<file path="config.mk">
export PLATFORM = sky130hd
export DESIGN_NAME = alu_seq_param
export DESIGN_NICKNAME = d
export VERILOG_FILES = /design/src/rtl/alu_seq_param.sv
export SDC_FILE = /design/constraint.sdc
export NUM_CORES = 1
export LEC_CHECK = 0
export ABC_AREA = 1
export BUFFER_PORTS_ARGS = -buffer_cell sky130_fd_sc_hd__buf_4
export CAP_MARGIN = 25
export CELL_PAD_IN_SITES_DETAIL_PLACEMENT = 1
export CELL_PAD_IN_SITES_GLOBAL_PLACEMENT = 1
export CORE_MARGIN = 2
export CORE_UTILIZATION = 35
export DETAILED_ROUTE_END_ITERATION = 16
export GPL_ROUTABILITY_DRIVEN = 1
export PLACE_DENSITY = 0.68
export SETUP_SLACK_MARGIN = 0.05
export SLEW_MARGIN = 30
export SYNTH_ARGS = -nofsm -noshare
export SYNTH_HDL_FRONTEND = slang
export SYNTH_SLANG_ARGS = --single-unit
</file>
<file path="constraint.sdc">
create_clock -name clk -period 3.8 [get_ports clk]
set_input_delay 0 -clock clk [delete_from_list [all_inputs] [get_ports clk]]
set_output_delay 0 -clock clk [all_outputs]
set_load 0.1 [all_outputs]
</file>
<file path="src/rtl/alu_seq_param.sv">
// Sequential add/sub/radix-4 Booth multiply/non-restoring divide on a shared WIDTH-bit bus, BEGIN/END framed.
// Define ALU_DIV_GUARD_EN to short-circuit divides whose quotient cannot fit (or divisor is zero) and flag err.
module alu_seq_param #(
  parameter int WIDTH = 8
) (
  input  logic             clk,
  input  logic             reset,
  input  logic             BEGIN,
  input  logic [1:0]       op_code,
  input  logic [WIDTH-1:0] inbus,
  output logic [WIDTH-1:0] outbus,
  output logic             END,
  output logic             busy,
  output logic             err
);

  localparam int CW = (WIDTH > 2) ? $clog2(WIDTH) : 1;
  localparam logic [CW-1:0] MUL_LAST = CW'(WIDTH / 2 - 1);
  localparam logic [CW-1:0] DIV_LAST = CW'(WIDTH - 1);

  localparam logic [1:0] OP_ADD = 2'b00;
  localparam logic [1:0] OP_SUB = 2'b01;
  localparam logic [1:0] OP_MUL = 2'b10;
  localparam logic [1:0] OP_DIV = 2'b11;

  typedef enum logic [2:0] {
    IDLE  = 3'd0,
    LOAD1 = 3'd1,
    LOAD2 = 3'd2,
    LOAD3 = 3'd3,
    EXEC  = 3'd4,
    CORR  = 3'd5,
    OUT1  = 3'd6,
    OUT2  = 3'd7
  } state_t;

  state_t           state;
  logic [1:0]       op;
  logic [WIDTH-1:0] xreg;   // X (add/sub/mul), dividend high then divisor (div)
  logic [WIDTH-1:0] qreg;   // Y / low product (mul), dividend low / quotient (div)
  logic [WIDTH+1:0] acc;
  logic             prev;
  logic [WIDTH:0]   rem;
  logic [CW-1:0]    cnt;

  // add / sub
  logic [WIDTH-1:0] addsub;
  assign addsub = (op == OP_SUB) ? (xreg - qreg) : (xreg + qreg);

  // one radix-4 Booth step: add the recoded digit times X, then arithmetic shift {acc,qreg} by 2
  logic [WIDTH+1:0] x_ext;
  logic [WIDTH+1:0] x_dbl;
  logic [WIDTH+1:0] booth_add;
  logic [WIDTH+1:0] booth_sum;
  logic [WIDTH+1:0] acc_nxt;
  logic [WIDTH-1:0] mul_q_nxt;

  always_comb begin
    x_ext     = {{2{xreg[WIDTH-1]}}, xreg};
    x_dbl     = {x_ext[WIDTH:0], 1'b0};
    booth_add = '0;
    case ({qreg[1:0], prev})
      3'b001, 3'b010: booth_add = x_ext;
      3'b011:         booth_add = x_dbl;
      3'b100:         booth_add = '0 - x_dbl;
      3'b101, 3'b110: booth_add = '0 - x_ext;
      default:        booth_add = '0;
    endcase
    booth_sum = acc + booth_add;
    acc_nxt   = {{2{booth_sum[WIDTH+1]}}, booth_sum[WIDTH+1:2]};
    mul_q_nxt = {booth_sum[1:0], qreg[WIDTH-1:2]};
  end

  // one non-restoring step; the WIDTH+1 bit wrap is harmless because the true remainder fits
  logic [WIDTH:0]   d_ext;
  logic [WIDTH:0]   div_shift;
  logic [WIDTH:0]   div_rem_nxt;
  logic [WIDTH:0]   div_fix;
  logic [WIDTH-1:0] div_q_nxt;

  always_comb begin
    d_ext       = {1'b0, xreg};
    div_shift   = {rem[WIDTH-1:0], qreg[WIDTH-1]};
    div_rem_nxt = rem[WIDTH] ? (div_shift + d_ext) : (div_shift - d_ext);
    div_q_nxt   = {qreg[WIDTH-2:0], ~div_rem_nxt[WIDTH]};
    div_fix     = rem[WIDTH] ? (rem + d_ext) : rem;
  end

`ifdef ALU_DIV_GUARD_EN
  logic div_bad;
  assign div_bad = (inbus == '0) || (rem[WIDTH-1:0] >= inbus);
`else
  assign err = 1'b0;
`endif

  always_ff @(posedge clk or negedge reset) begin
    if (!reset) begin
      state  <= IDLE;
      op     <= OP_ADD;
      xreg   <= '0;
      qreg   <= '0;
      acc    <= '0;
      prev   <= 1'b0;
      rem    <= '0;
      cnt    <= '0;
      outbus <= '0;
      END    <= 1'b0;
      busy   <= 1'b0;
`ifdef ALU_DIV_GUARD_EN
      err    <= 1'b0;
`endif
    end else begin
      case (state)
        IDLE: begin
          if (BEGIN) begin
            op    <= op_code;
            busy  <= 1'b1;
            state <= LOAD1;
`ifdef ALU_DIV_GUARD_EN
            err   <= 1'b0;
`endif
          end
        end

        LOAD1: begin
          xreg  <= inbus;
          state <= LOAD2;
        end

        LOAD2: begin
          qreg  <= inbus;
          acc   <= '0;
          prev  <= 1'b0;
          cnt   <= '0;
          rem   <= {1'b0, xreg};
          state <= (op == OP_DIV) ? LOAD3 : EXEC;
        end

        LOAD3: begin
          xreg <= inbus;
          cnt  <= '0;
`ifdef ALU_DIV_GUARD_EN
          if (div_bad) begin
            qreg   <= '1;
            outbus <= '0;
            err    <= 1'b1;
            state  <= OUT1;
          end else begin
            state <= EXEC;
          end
`else
          state <= EXEC;
`endif
        end

        EXEC: begin
          case (op)
            OP_ADD, OP_SUB: begin
              outbus <= addsub;
              END    <= 1'b1;
              state  <= OUT1;
            end
            OP_MUL: begin
              acc  <= acc_nxt;
              qreg <= mul_q_nxt;
              prev <= qreg[1];
              cnt  <= cnt + 1'b1;
              if (cnt == MUL_LAST) begin
                outbus <= acc_nxt[WIDTH-1:0];
                state  <= OUT1;
              end
            end
            default: begin
              rem  <= div_rem_nxt;
              qreg <= div_q_nxt;
              cnt  <= cnt + 1'b1;
              if (cnt == DIV_LAST) state <= CORR;
            end
          endcase
        end

        CORR: begin
          rem    <= div_fix;
          outbus <= div_fix[WIDTH-1:0];
          state  <= OUT1;
        end

        OUT1: begin
          if (op == OP_ADD || op == OP_SUB) begin
            outbus <= '0;
            END    <= 1'b0;
            busy   <= 1'b0;
            state  <= IDLE;
          end else begin
            outbus <= qreg;
            END    <= 1'b1;
            state  <= OUT2;
          end
        end

        OUT2: begin
          outbus <= '0;
          END    <= 1'b0;
          busy   <= 1'b0;
          state  <= IDLE;
        end

        default: state <= IDLE;
      endcase
    end
  end

endmodule

</file>
==> results by group <==
Synth
  • Synthesized instance count: 725
  • Cell area after technology mapping: 4805 sq um
  • Compound-Gate Fraction of Synth Area: 17.89%
  • Count of state elements after synthesis: 52
  • Synthesized-area fraction occupied by xor and xnor cells: 2.552%
  • Register area share after synthesis: 27.08%
  • Largest family of logic cells by synthesized area: simple AND/OR/NAND/NOR gates
  • Synthesized area per cell: 6.627 sq um
  • Mapped Nets: 779
  • Adder-cell share of the synthesized area: 11.30%
  • Area share of and/or/nand/nor cells after synthesis: 30.55%
  • Unique cell type count in the Yosys netlist: 45
  • Synth warnings: 0
  • Fraction of synthesized area in multiplexers: 0.4688%

Floorplanning
  • I/O pins: 24
  • Initial Utilization: 36.00%
  • Die ar.: 14,680 sq um
  • Area of the core: 13,350 sq um
  • Row cnt: 42
  • Die extent in y: 121.2 um
  • Horizontal die dimension: 121.2 um

Setup path
  • Startpoint type of the worst setup path: flop
  • List of cells traversed by the critical path: inv_1 > ha_1 > nand2_1 > nor2_1 > nand2_1 > nand2_1 > nor2_1 > a221oi_1 > o21ai_0 > ha_1 > a21oi_1 > nor2_1 > nor2_1 > nand3_1 > nand3_1 > nand3_1 > nand2_1 > nand2_1
  • Critical Path Max Stage Delay: 0.51 ns
  • Critical path buffer and inverter count: 1
  • Type of the worst setup path: flop to flop
  • Crit path max-delay cell type: sky130_fd_sc_hd__dfrtp_1
  • Flop-to-flop setup slack: 0.61 ns
  • CP arrival: 3.39 ns
  • End of the worst register-to-register path: outbus[5]$_DFFE_PN0P_
  • Largest fanout on the critical path: 7
  • Depth of the worst register-to-register path: 18
  • Cell type with the highest occurrence count on the critical path: sky130_fd_sc_hd__nand2_1
  • Startpoint of the most critical register-to-register path: xreg[1]$_DFFE_PN0P_
  • Cell type group with the largest total delay on the critical path: simple AND/OR/NAND/NOR gates
  • Required time worst endpoint: 4.00 ns
  • Endpoint kind of the worst setup timing path: flop

Detailed routing
  • Wl on met1: 8174 um
  • Met2 Routed Length: 8196 um
  • Top layer used by detailed routing: met4
  • Average wire per cell in the routed design: 19.22 um
  • First-pass iteration count of the detailed router: 5
  • Routed via count: 5,109
  • Initial detailed-routing violation count: 282
  • Vias per std cell: 5.499
  • Detailed-route wire length: 17,860 um
  • Detail Route met3 WL: 828 um
  • Residual antenna-violating net count after detailed routing: 0
  • Post-detailed-route DRC marker count: 0

Finish
  • Share of layout cells above drive strength 1: 8.632%
  • P&R area growth vs syn: 12.14%
  • Fillers: 1,757
  • Final antenna diode count: 0
  • Number of nets in the layout: 806

STA
  • Number of pins exceeding their max-slew limit in the final report: 0
  • Final Hold Violating Endpoints: 0
  • Post-route clock skew: 0.004800 ns
  • Final clock period utilization by the worst path: 83.87%
  • RSZ-0062 raised after global routing: no
  • Slew at the pin closest to its max-slew limit: 0.7388 ns
  • Final critical-path required period: 3.187 ns
  • Setup violation total in the final timing report: 0
  • Setup TNS Final: 0 ns
  • Worst slew margin relative to its limit: 50.74%
  • Maximum frequency from static timing analysis: 313.8 MHz

Placement
  • Total of buffers placed on input and output ports: 22
  • Detailed placement HPWL: 14,350 um
  • Routability congestion estimate from global placement: 0.9980

Clock tree
  • Clock edge transition at the registers on the reported setup and hold paths: 0.08 ns
  • # hold bufs at CTS: 9
  • Post-CTS setup buffer count: 0
  • Cts repair resizes: 0
  • TritonCTS sink count: 52
  • Clock Tree Buf Depth: 2
  • H-tree depth: 2
  • Worst skew pair latency: 0.30 ns
  • Clock tree from TritonCTS: built
  • Cts bufs inserted: 5
  • Root buffer selected by CTS: sky130_fd_sc_hd__clkbuf_16

Min path
  • Hold Path Origin: inbus[1]
  • Kind of path behind the tightest hold check: input port to flop
  • Worst hold stages: 3
  • End point of the worst hold path: xreg[1]$_DFFE_PN0P_

Flow run
  • Max-capacitance violation count: 0

Global routing
  • Pin count of the biggest net entering global routing: 53
  • Global-route wire length before repair: 28,550 um
  • Overall overflow remaining after global route: 0
  • Initial antenna violation count: 0
  • Vias in the first global route: 5,296
  • Overall Global Routing Usage: 25.36%

Run status
  • Status: completed
[layout make-up]
cell class              count  area [sq um]  share of cell area [%]
multi-input cells         549          3019                   56.04
flip-flops and latches     52          1301                   24.15
inverters                 109         410.4                   7.617
repair buffers             35         285.3                   5.295
well taps                 176         220.2                   4.087
clock buffers               5         125.1                   2.322
clock inverters             3         26.28                  0.4877
[synth_stat cells (all sizes together)]
master   count  area [sq um]
nand2      183         709.4
inv        107         401.6
nor2        66         267.8
nand3       64         320.3
a21oi       62         310.3
o21ai       54         281.5
dfrtp       52          1301
ha          37         462.9
nand4       13         81.33
a31oi        8         50.05
clkbuf       8         30.03
xor2         8         70.07
buf          7         43.79
o211ai       6         45.04
o22ai        6         37.54
or2          6         37.54
xnor2        6         52.55
nor3         5         30.03
fa           4         80.08
a41oi        3         33.79
a21o         2         15.01
a221oi       2         17.52
clkinv       2         8.750
mux2         2         22.52
nand3b       2         15.01
o2111ai      2         17.52
o221ai       2         17.52
a22o         1         8.760
a32o         1         10.01
and3         1         6.260
conb         1         3.750
o21bai       1         7.510
o31ai        1         7.510
[layout by cell type, fill, tap and decap left out, types with 4 or more instances in the layout]
cell	instances
sky130_fd_sc_hd__dfrtp_1	52
sky130_fd_sc_hd__dlygate4sd3_1	9
sky130_fd_sc_hd__or2_2	6
sky130_fd_sc_hd__buf_4	26
sky130_fd_sc_hd__nor2_1	62
sky130_fd_sc_hd__o21ai_1	7
sky130_fd_sc_hd__nand2_1	176
sky130_fd_sc_hd__inv_1	99
sky130_fd_sc_hd__o21ai_0	46
sky130_fd_sc_hd__a21oi_1	62
sky130_fd_sc_hd__clkbuf_16	5
sky130_fd_sc_hd__nor3_1	4
sky130_fd_sc_hd__o211ai_1	6
sky130_fd_sc_hd__nand2_2	6
sky130_fd_sc_hd__fa_1	4
sky130_fd_sc_hd__nand4_1	13
sky130_fd_sc_hd__inv_2	8
sky130_fd_sc_hd__xor2_1	8
sky130_fd_sc_hd__a31oi_1	8
sky130_fd_sc_hd__xnor2_1	6
sky130_fd_sc_hd__o22ai_1	6
sky130_fd_sc_hd__ha_1	37
sky130_fd_sc_hd__nand3_1	64
[through the flow]
stage | cells | utilization (%) | hold slack (ns) | cell area [sq um] | worst slack, ns
after global placement | 912 | 38.55 | 0.1162 | 5146 | 0.6849
after CTS | 929 | 40.36 | 0.01207 | 5388 | 0.6094
final | 929 | 40.36 | 0.02049 | 5388 | 0.6131
after floorplan | 725 | - | -0.2956 | 4805 | 1.141
after global routing | 929 | 40.36 | 0.02919 | 5388 | 0.2192
after detailed placement | 912 | 38.55 | 0.1147 | 5146 | 0.6309
[cells by family after synthesis]
kind of cell | count (synthesis)
simple gates | 340
compound gates | 151
buf+inv | 124
flops | 52
fa+ha+maj | 41
xor+xnor | 14
mux | 2
other cells | 1
[worst max path at each step]
stage	cells past startpoint	startpoint	endpoint	slack [ns]
floorplan	19	xreg[1]$_DFFE_PN0P_	outbus[7]$_DFFE_PN0P_	1.14
global placement	17	xreg[0]$_DFFE_PN0P_	outbus[6]$_DFFE_PN0P_	0.68
detailed placement	17	xreg[1]$_DFFE_PN0P_	outbus[6]$_DFFE_PN0P_	0.63
CTS	17	xreg[1]$_DFFE_PN0P_	outbus[6]$_DFFE_PN0P_	0.61
global route	18	xreg[1]$_DFFE_PN0P_	outbus[6]$_DFFE_PN0P_	0.22
finish	18	xreg[1]$_DFFE_PN0P_	outbus[5]$_DFFE_PN0P_	0.61
[state kept, by name, summed over array words and instances, names as in the netlist]
signal and flops:
rem 9, qreg 8, acc 8, cnt 3, op 2, prev 1
outbus 8, END 1, xreg 8, state 3, busy 1
[worst reg2reg max path, stage by stage (launching register included)]
cell and delay [ns]:
sky130_fd_sc_hd__dfrtp_1 0.51, sky130_fd_sc_hd__inv_1 0.21, sky130_fd_sc_hd__ha_1 0.21, sky130_fd_sc_hd__nand2_1 0.07, sky130_fd_sc_hd__nor2_1 0.18, sky130_fd_sc_hd__nand2_1 0.09, sky130_fd_sc_hd__nand2_1 0.12, sky130_fd_sc_hd__nor2_1 0.05
sky130_fd_sc_hd__a221oi_1 0.19, sky130_fd_sc_hd__o21ai_0 0.14, sky130_fd_sc_hd__ha_1 0.39, sky130_fd_sc_hd__a21oi_1 0.25, sky130_fd_sc_hd__nor2_1 0.07, sky130_fd_sc_hd__nor2_1 0.12, sky130_fd_sc_hd__nand3_1 0.09, sky130_fd_sc_hd__nand3_1 0.18
sky130_fd_sc_hd__nand3_1 0.09, sky130_fd_sc_hd__nand2_1 0.08, sky130_fd_sc_hd__nand2_1 0.04
[routing by layer]
metal  track usage [%]  up-vias
met2             41.85      127
met5                 0        -
met1             33.78     2484
li1                  -     2459
met4             9.770        0
met3             3.242       39
Power is left out: the tool's default activity adds up to more than one toggle a clock period on the data nets, which glitch-free logic cannot reach.
